**src/rtl/rv_pkg.sv**
```systemverilog
// rv_pkg: shared RISC-V widths and register-file constants.
//   XLEN  : default datapath width
//   REG_W : register-address width
//   X0    : index of the hard-wired zero register
//   src_e : writeback source identifier used by the arbiter pointer
package rv_pkg;
    localparam int XLEN = 64;
    localparam int REG_W = 5;
    localparam logic [REG_W-1:0] X0 = '0;
    typedef enum logic {SRC0 = 1'b0, SRC1 = 1'b1} src_e;
endpackage

```
**src/rtl/rv_rf_wb_arb_if.sv**
```systemverilog
// rv_rf_wb_arb_if: writeback request channels and register-file write port.
//   flush_i                  : discard all pending writes
//   sN_valid/ready/rd/data   : per-source writeback request handshake (N = 0 ALU, 1 load unit)
//   wr_en/wr_reg/wr_data     : register-file write port
//   busy_o                   : per-register pending-write scoreboard
//   master drives requests; slave is the arbiter.
interface rv_rf_wb_arb_if #(parameter int XLEN = rv_pkg::XLEN);
    import rv_pkg::*;
    logic             flush_i;
    logic             s0_valid_i;
    logic             s0_ready_o;
    logic [REG_W-1:0] s0_rd_i;
    logic [XLEN-1:0]  s0_data_i;
    logic             s1_valid_i;
    logic             s1_ready_o;
    logic [REG_W-1:0] s1_rd_i;
    logic [XLEN-1:0]  s1_data_i;
    logic             wr_en_o;
    logic [REG_W-1:0] wr_reg_o;
    logic [XLEN-1:0]  wr_data_o;
    logic [31:0]      busy_o;
    modport master (
        output flush_i, s0_valid_i, s0_rd_i, s0_data_i, s1_valid_i, s1_rd_i, s1_data_i,
        input  s0_ready_o, s1_ready_o, wr_en_o, wr_reg_o, wr_data_o, busy_o
    );
    modport slave (
        input  flush_i, s0_valid_i, s0_rd_i, s0_data_i, s1_valid_i, s1_rd_i, s1_data_i,
        output s0_ready_o, s1_ready_o, wr_en_o, wr_reg_o, wr_data_o, busy_o
    );
endinterface

```
**src/rtl/rv_rf_wb_slot.sv**
```systemverilog
// rv_rf_wb_slot: one-entry writeback holding slot with an age bit.
//   clk, rstn            : clock, asynchronous active-low reset
//   flush                : empty the slot at the next edge
//   load, load_rd/data   : capture a new entry
//   load_young           : age of the captured entry (1 = younger than the other slot)
//   age_clr              : other slot's entry is leaving, so this entry becomes the older one
//   clear                : entry granted, empty at the next edge unless reloaded
//   valid, rd, data, young : held entry
module rv_rf_wb_slot #(parameter int XLEN = rv_pkg::XLEN) (
    input  logic                     clk,
    input  logic                     rstn,
    input  logic                     flush,
    input  logic                     load,
    input  logic                     clear,
    input  logic [rv_pkg::REG_W-1:0] load_rd,
    input  logic [XLEN-1:0]          load_data,
    input  logic                     load_young,
    input  logic                     age_clr,
    output logic                     valid,
    output logic [rv_pkg::REG_W-1:0] rd,
    output logic [XLEN-1:0]          data,
    output logic                     young
);
    always_ff @(posedge clk or negedge rstn) begin
        if (!rstn) begin
            valid <= 1'b0;
            rd    <= '0;
            data  <= '0;
            young <= 1'b0;
        end else begin
            valid <= !flush && (load || (valid && !clear));
            young <= !flush && (load ? load_young : (young && !age_clr));
            if (load) begin
                rd   <= load_rd;
                data <= load_data;
            end
        end
    end
endmodule

```
**src/rtl/rv_rf_wb_arb.sv**
```systemverilog
// rv_rf_wb_arb: two-source register-file writeback arbiter with scoreboard.
//   clk, rstn : clock, asynchronous active-low reset
//   bus       : request channels, register-file write port and busy scoreboard
module rv_rf_wb_arb #(parameter int XLEN = rv_pkg::XLEN) (
    input logic           clk,
    input logic           rstn,
    rv_rf_wb_arb_if.slave bus
);
    import rv_pkg::*;
    logic [1:0]       req_v, rdy, v, yng, ld, gnt, age_in, age_clr;
    logic [REG_W-1:0] req_rd [2];
    logic [REG_W-1:0] rd [2];
    logic [XLEN-1:0]  req_data [2];
    logic [XLEN-1:0]  dat [2];
    logic             sel1;
    src_e             ptr;
    assign req_v       = {bus.s1_valid_i, bus.s0_valid_i};
    assign req_rd[0]   = bus.s0_rd_i;
    assign req_rd[1]   = bus.s1_rd_i;
    assign req_data[0] = bus.s0_data_i;
    assign req_data[1] = bus.s1_data_i;
    // Same destination: the older entry wins; s0 is only younger if it arrived after s1.
    assign sel1 = v[1] && (!v[0] || (rd[0] == rd[1] ? yng[0] : ptr == SRC1));
    assign gnt  = {2{!bus.flush_i}} & {sel1, v[0] && !sel1};
    assign rdy  = {2{!bus.flush_i}} & (~v | gnt);
    assign bus.s0_ready_o = rdy[0];
    assign bus.s1_ready_o = rdy[1];
    // A new entry is younger if the other slot keeps its entry; on simultaneous arrival s1 is younger.
    assign age_in  = {(v[0] && !gnt[0]) || ld[0], v[1] && !gnt[1]};
    assign age_clr = {gnt[0], gnt[1]};
    genvar i;
    for (i = 0; i < 2; i++) begin : g_slot
        assign ld[i] = req_v[i] && rdy[i] && (req_rd[i] != X0);
        rv_rf_wb_slot #(.XLEN(XLEN)) u_slot (
            .clk        (clk),
            .rstn       (rstn),
            .flush      (bus.flush_i),
            .load       (ld[i]),
            .clear      (gnt[i]),
            .load_rd    (req_rd[i]),
            .load_data  (req_data[i]),
            .load_young (age_in[i]),
            .age_clr    (age_clr[i]),
            .valid      (v[i]),
            .rd         (rd[i]),
            .data       (dat[i]),
            .young      (yng[i])
        );
    end
    // The pointer only advances on contended grants; a lone slot is served without consuming a turn.
    always_ff @(posedge clk or negedge rstn) begin
        if (!rstn) ptr <= SRC0;
        else if (&v && |gnt) ptr <= gnt[1] ? SRC0 : SRC1;
    end
    assign bus.wr_en_o   = |gnt;
    assign bus.wr_reg_o  = gnt[1] ? rd[1] : gnt[0] ? rd[0] : X0;
    assign bus.wr_data_o = gnt[1] ? dat[1] : gnt[0] ? dat[0] : '0;
    assign bus.busy_o    = ((32'(v[0]) << rd[0]) | (32'(v[1]) << rd[1])) & ~32'd1;
endmodule

```
**src/flat_wrapper.sv**
```systemverilog
// flat-port wrapper written by rule: the top's interface ports become plain ports
module rv_rf_wb_arb_flat import rv_pkg::*;
#(parameter int XLEN = rv_pkg::XLEN)
  (clk, rstn, bus_flush_i, bus_s0_valid_i, bus_s0_rd_i, bus_s0_data_i, bus_s1_valid_i, bus_s1_rd_i, bus_s1_data_i, bus_s0_ready_o, bus_s1_ready_o, bus_wr_en_o, bus_wr_reg_o, bus_wr_data_o, bus_busy_o);
  rv_rf_wb_arb_if #(.XLEN(XLEN)) bus_i ();
  input logic clk;
  input logic rstn;
  input wire logic [$bits(bus_i.flush_i)-1:0] bus_flush_i;
  input wire logic [$bits(bus_i.s0_valid_i)-1:0] bus_s0_valid_i;
  input wire logic [$bits(bus_i.s0_rd_i)-1:0] bus_s0_rd_i;
  input wire logic [$bits(bus_i.s0_data_i)-1:0] bus_s0_data_i;
  input wire logic [$bits(bus_i.s1_valid_i)-1:0] bus_s1_valid_i;
  input wire logic [$bits(bus_i.s1_rd_i)-1:0] bus_s1_rd_i;
  input wire logic [$bits(bus_i.s1_data_i)-1:0] bus_s1_data_i;
  output wire logic [$bits(bus_i.s0_ready_o)-1:0] bus_s0_ready_o;
  output wire logic [$bits(bus_i.s1_ready_o)-1:0] bus_s1_ready_o;
  output wire logic [$bits(bus_i.wr_en_o)-1:0] bus_wr_en_o;
  output wire logic [$bits(bus_i.wr_reg_o)-1:0] bus_wr_reg_o;
  output wire logic [$bits(bus_i.wr_data_o)-1:0] bus_wr_data_o;
  output wire logic [$bits(bus_i.busy_o)-1:0] bus_busy_o;
  assign bus_i.flush_i = bus_flush_i;
  assign bus_i.s0_valid_i = bus_s0_valid_i;
  assign bus_i.s0_rd_i = bus_s0_rd_i;
  assign bus_i.s0_data_i = bus_s0_data_i;
  assign bus_i.s1_valid_i = bus_s1_valid_i;
  assign bus_i.s1_rd_i = bus_s1_rd_i;
  assign bus_i.s1_data_i = bus_s1_data_i;
  assign bus_s0_ready_o = bus_i.s0_ready_o;
  assign bus_s1_ready_o = bus_i.s1_ready_o;
  assign bus_wr_en_o = bus_i.wr_en_o;
  assign bus_wr_reg_o = bus_i.wr_reg_o;
  assign bus_wr_data_o = bus_i.wr_data_o;
  assign bus_busy_o = bus_i.busy_o;
  rv_rf_wb_arb #(.XLEN(XLEN)) u_core (.clk(clk), .rstn(rstn), .bus(bus_i));
endmodule
```
**config.mk**
```make
export PLATFORM = sky130hd
export DESIGN_NAME = rv_rf_wb_arb_flat
export DESIGN_NICKNAME = d
export VERILOG_FILES = /design/src/rtl/rv_pkg.sv /design/src/rtl/rv_rf_wb_arb_if.sv /design/src/rtl/rv_rf_wb_slot.sv /design/src/rtl/rv_rf_wb_arb.sv /design/src/flat_wrapper.sv
export SDC_FILE = /design/constraint.sdc
export NUM_CORES = 1
export LEC_CHECK = 0
export ABC_AREA = 1
export ABC_CLOCK_PERIOD_IN_PS = 2600
export CORE_MARGIN = 2
export CORE_UTILIZATION = 46
export DETAILED_ROUTE_END_ITERATION = 7
export PLACE_DENSITY_LB_ADDON = 0.25
export SLEW_MARGIN = 10
export SYNTH_ARGS = -nofsm -noshare
export SYNTH_HDL_FRONTEND = slang
export SYNTH_SLANG_ARGS = --single-unit
```
**constraint.sdc**
```tcl
create_clock -name clk -period 2.6 [get_ports clk]
set_input_delay 0.52 -clock clk [delete_from_list [all_inputs] [get_ports clk]]
set_output_delay 0.52 -clock clk [all_outputs]
set_load 0.03 [all_outputs]
```
After elaboration in Yosys (flattened, before gate mapping)

Index checks and enable logic that the tools add are counted.

Flip-flop bits (word level): 142
Memory bits (read-only): 0
Logic and storage cells: 48
Memories: 0
RAM bits: 0
Bits in latches: 0

Equal/unequal tests: 1
Bitwise operators: 5
Reduce and logical (&&, ||, !) cells: 25
Muxes and demuxes: 7
Multiply operators: 0
Shifts and indexed selects: 2
Add/subtract/negate cells: 0
Divide/modulo/power cells: 0
Magnitude comparators: 0

Operators with widths:

| cell                       | number |
|---|---|
| 2-to-1 mux 64 bit          | 2 |
| << shifter 1 x 5 -> 32 bit | 2 |
| bitwise OR 32 bit          | 1 |
| logical AND 1 bit          | 13 |
| 2-to-1 mux 5 bit           | 2 |
| nonzero test 5 bit         | 2 |
| equality test 5 bit        | 1 |
| logical NOT 1 bit          | 5 |
| AND 2 bit                  | 2 |
| logical OR 1 bit           | 3 |
| 2-to-1 mux 1 bit           | 3 |
| inverter 2 bit             | 1 |
| bitwise OR 2 bit           | 1 |
| AND reduction 2 bit        | 1 |
| OR reduction 2 bit         | 1 |

Logic depth before layout (Yosys ltp)

Word-level depth: 13
Mapped depth: 15
Depth with buffers taken out: 12

Hierarchy

A second synthesis with hierarchy kept.

Cell total of the unflattened synthesis: 985
Area total of the unflattened synthesis: 7362.1 um^2

Modules (own cells, without submodules):

| module        | cells an instance | area an instance (um^2) | instances | seq. area each (um^2) |
|---|---|---|---|---|
| rv_rf_wb_slot | 303               | 2807.7                  | 2         | 1776.7 |
| rv_rf_wb_arb  | 379               | 1746.7                  | 1         | 25.0 |

Worst setup path after synthesis

Ideal clock, no wire load.

Kind: register to output
Start point: reg u_core.g_slot[0].u_slot.rd[3] (netlist bit)
End point: out bus_wr_data_o[13]
Buffers on the path: 2
Arrival: 1903 ps
Cell stages (with the launch flop): 12
Data required time: 2080 ps
Path slack: 177 ps
Cell sequence: dfrtp_1 > buf_2 > nand2_1 > nand2_1 > nor2_1 > nand4_1 > nand3_1 > nand3_2 > inv_2 > clkbuf_1 > nand2_1 > nand2_1

Longest elaborated chain between the ends: 9

RTL lines:

| item                     | line                | text |
|---|---|---|
| start: declaration       | rv_rf_wb_slot.sv:20 | `output logic [rv_pkg::REG_W-1:0] rd,` |
| start signal: assignment | rv_rf_wb_slot.sv:34 | `rd <= load_rd;` |
| equality test 5 bit *    | rv_rf_wb_arb.sv:23  | `assign sel1 = v[1] && (!v[0] \|\| (rd[0] == rd[1] ? yng[0] : ptr == SRC1));` |
| 2-to-1 mux 1 bit *       | rv_rf_wb_arb.sv:23  |  |
| logical OR 1 bit *       | rv_rf_wb_arb.sv:23  |  |
| logical AND 1 bit *      | rv_rf_wb_arb.sv:23  |  |
| logical NOT 1 bit        | rv_rf_wb_arb.sv:24  | `assign gnt = {2{!bus.flush_i}} & {sel1, v[0] && !sel1};` |
| logical AND 1 bit        | rv_rf_wb_arb.sv:24  |  |
| AND 2 bit *              | rv_rf_wb_arb.sv:24  |  |
| 2-to-1 mux 64 bit        | rv_rf_wb_arb.sv:57  | `assign bus.wr_data_o = gnt[1] ? dat[1] : gnt[0] ? dat[0] : '0;` |
| 2-to-1 mux 64 bit *      | rv_rf_wb_arb.sv:57  |  |
| end: declaration         | flat_wrapper.sv:19  | `output wire logic [$bits(bus_i.wr_data_o)-1:0] bus_wr_data_o;` |

Mark *: on every way between the ends. The rest lies on a longest branch, timed or not.

Final worst setup path

Start point: reg u_core.g_slot[1].u_slot.rd[3] (netlist bit)
End point: out bus_wr_data_o[53]

Longest elaborated chain between the ends: 9

RTL lines:

| item                     | line |
|---|---|
| start: declaration       | rv_rf_wb_slot.sv:20 |
| start signal: assignment | rv_rf_wb_slot.sv:34 |
| equality test 5 bit *    | rv_rf_wb_arb.sv:23 |
| 2-to-1 mux 1 bit *       | rv_rf_wb_arb.sv:23 |
| logical OR 1 bit *       | rv_rf_wb_arb.sv:23 |
| logical AND 1 bit *      | rv_rf_wb_arb.sv:23 |
| logical NOT 1 bit        | rv_rf_wb_arb.sv:24 |
| logical AND 1 bit        | rv_rf_wb_arb.sv:24 |
| AND 2 bit *              | rv_rf_wb_arb.sv:24 |
| 2-to-1 mux 64 bit        | rv_rf_wb_arb.sv:57 |
| 2-to-1 mux 64 bit *      | rv_rf_wb_arb.sv:57 |

Marks and branches as above.

==> results by group <==
Status
  • Failing checks: setup timing
  • Status: finished, violations left

GRT
  • First-pass GRT wire length: 39.6 mm
  • Vias in the first global route: 7743
  • Largest net degree at the start of global routing: 61
  • GRT Util Overall: 30.3%
  • Initial antenna violation count: 1
  • Remaining Overflow, GRT: 0

Timing
  • Max Fclk: 345 MHz
  • Slew @ Worst Pin: 0.563 ns
  • Hold Slack: 0.0682 ns
  • Max_slew headroom: 62.5%
  • Final Cycle Share: 112%
  • Worst Slack Setup Final: -0.300 ns
  • RSZ-0062 raised after global routing: true
  • Final setup violation count: 71
  • Final Skew: 0.0130 ns
  • Minimum clock period after layout: 2.90 ns
  • Post-Route Setup TNS: -18.12 ns
  • Slew Viols, Final: 0
  • Hold Vio Cnt, Final: 0

Floorplanning
  • Ports: 247
  • Initial core utilization: 46.5%
  • Core box area: 0.0157 mm2
  • Die span in y: 130 um
  • Die width: 130 um
  • Die footprint: 0.0169 mm2
  • Row cnt: 46

Yosys
  • Post-synthesis cell count: 986
  • #FFs+latches synth: 142
  • Yosys cell types: 25
  • Syn nets: 1129
  • Avg Inst Size Synth: 7.40 um2
  • Post-Syn Area: 0.00730 mm2
  • Ys Warns: 0
  • Sequential-to-total area share from yosys stat: 48.7%

Clock network
  • Clk sink count: 142
  • Clock Tree Buf Depth: 2
  • Max H-tree Level: 4
  • Root buffer selected by CTS: clkbuf_16
  • CTS tree: yes
  • Clk slew on worst S/H paths: 0.06 ns
  • Latest clock arrival within the worst-skew pair: 0.42 ns
  • Num CTS Buffers: 17

Detailed routing
  • Initial drt markers: 713
  • Pre-antenna DRT Iters: 6
  • Top Metal Used: met4
  • Antenna-violating nets left: 0
  • Via density: 5.61
  • Drt total wl: 27.2 mm
  • Routed length on met3: 2.55 mm
  • Met2 wire length: 13.2 mm
  • Met1 WL: 10.9 mm
  • Via count: 8264
  • Wire per inst: 18.5 um
  • DRC Markers: 0

Place
  • Dpl hpwl: 16.1 mm
  • Pre-CTS setup slack: 0.158 ns
  • GPL Wtd Cong: 0.865
  • PortBufs: 245

Final layout
  • Most frequent cells in the layout: 341 x nand2_1, 149 x nand3_1, 140 x clkdlybuf4s50_1, 137 x dfrtp_1, 76 x nand2_2
  • Fin nets: 1385
  • Layout cells sized above 1: 26.0%
  • Commonest non-fill, non-tap cell in the layout: nand2_1
  • Synth-to-Final Area Change: 59.5%

Critical path
  • Worst Path Required: 2.08 ns
  • FF-to-FF path depth: 14
  • Setup CP Type: reg2out
  • WP data arrival: 2.38 ns
  • Critical Path Fanout Max: 6
  • CP Launch Type: flop
  • Setup crit end kind: output pin

Power and ir drop
  • Worst vdd ir: 0.000508 V
  • PwrDens: 595 mW/mm2
  • Pleak: 5.87 nW

Run
  • Max-cap violations: 0

Worst hold path
  • Worst hold path class: in2async
-- final cells by class --
type / count / area [um2]
Inverter: 30 / 128
Sequential cell: 142 / 3560
Clock buffer: 19 / 433
Timing Repair inverter: 1 / 16.3
Multi-Input combinational cell: 732 / 3750
Antenna cell: 1 / 2.50
Timing Repair Buffer: 318 / 3320
Clock inverter: 13 / 165
Fill cell: 1167 / 4070
Tap cell: 216 / 270
-- layer usage --
metal  GRT usage [%]  up-vias
li1                -     3787
met1            39.9     3953
met2            48.9      469
met3            7.91       55
met4            10.1        0
met5               0        -
-- where the power goes --
group	switching, mW	internal (mW)
clock network	0.990	1.51
logic	0.945	0.722
registers	0.246	2.52
-- through the flow --
stage / utilization (%) / instance area [um2] / power, mW / cells
finish: 74.1 / 11600 / 6.93 / 1472
global route: 74.1 / 11600 / 7.19 / 1472
CTS: 70.9 / 11100 / 6.77 / 1458
detailed placement: 63.3 / 9940 / 4.15 / 1411
global placement: 63.3 / 9940 / 4.11 / 1411
floorplan: - / 7300 / 3.47 / 986
-- kinds of logic after synthesis --
family / Yosys count / synth area share, %
xor+xnor: 1 / 0.120
flops: 142 / 48.7
simple gates: 685 / 40.5
other cells: 1 / 0.0514
buf+inv: 112 / 6.55
compound gates: 45 / 4.06
-- state kept, by name, indices dropped and copies added, names as in the netlist --
signal	cells
u_core.g_slot.u_slot.data	128
u_core.g_slot.u_slot.rd	10
u_core.g_slot.u_slot.valid	2
u_core.g_slot.u_slot.young	1
u_core.ptr	1
-- path summary, 6_finish.rpt --
kind | from | end | slack, ns
max in group asynchronous | rstn | u_core.g_slot[0].u_slot.data[22] | 1.85
hold / removal | rstn | u_core.g_slot[0].u_slot.data[49] | 0.07
min in group clk | u_core.g_slot[0].u_slot.data[15] | u_core.g_slot[0].u_slot.data[15] | 0.47
setup reg to reg | u_core.g_slot[1].u_slot.rd[3] | u_core.g_slot[1].u_slot.data[18] | 0.22
setup / recovery | u_core.g_slot[1].u_slot.rd[3] | bus_wr_data_o[53] | -0.30
hold reg to reg | u_core.g_slot[0].u_slot.data[15] | u_core.g_slot[0].u_slot.data[15] | 0.47
-- timing repair --
| action | 4_1_cts | 5_1_grt |
|---|---|---|
| cloned | 6 | 7 |
| resized for setup | 136 | 168 |
| endpoints found under the setup margin | 101 | 87 |
| setup buffers | 9 | 7 |
| hold buffers | 0 | 0 |
| pin swaps | 7 | 39 |
-- cell usage after synthesis, drive strengths merged --
cell type | count | area share (%)
nand3 | 153 | 11
a21oi | 2 | 0.29
nand4 | 70 | 6.0
conb | 1 | 0.051
o22ai | 35 | 3.0
and2 | 1 | 0.086
o21ai | 4 | 0.27
o32ai | 1 | 0.12
clkbuf | 47 | 2.4
dfrtp | 142 | 49
inv | 28 | 1.4
xnor2 | 1 | 0.12
nor3 | 7 | 0.48
buf | 35 | 2.6
a31oi | 1 | 0.17
clkinv | 2 | 0.10
nand2 | 439 | 23
nor2 | 15 | 0.77
o31ai | 2 | 0.21
-- critical path, cell delays in order, from the launching register on --
cell and delay, ns:
dfrtp_2 0.41, inv_2 0.08, nand2_2 0.07, nand2_2 0.08, nor2_4 0.13, nand4_1 0.21, nand3_4 0.21, nand3_4 0.18
clkinv_8 0.15, clkbuf_16 0.18, nand2_2 0.06, nand2_2 0.07, buf_6 0.12
Power figures use the tool's default switching activity.
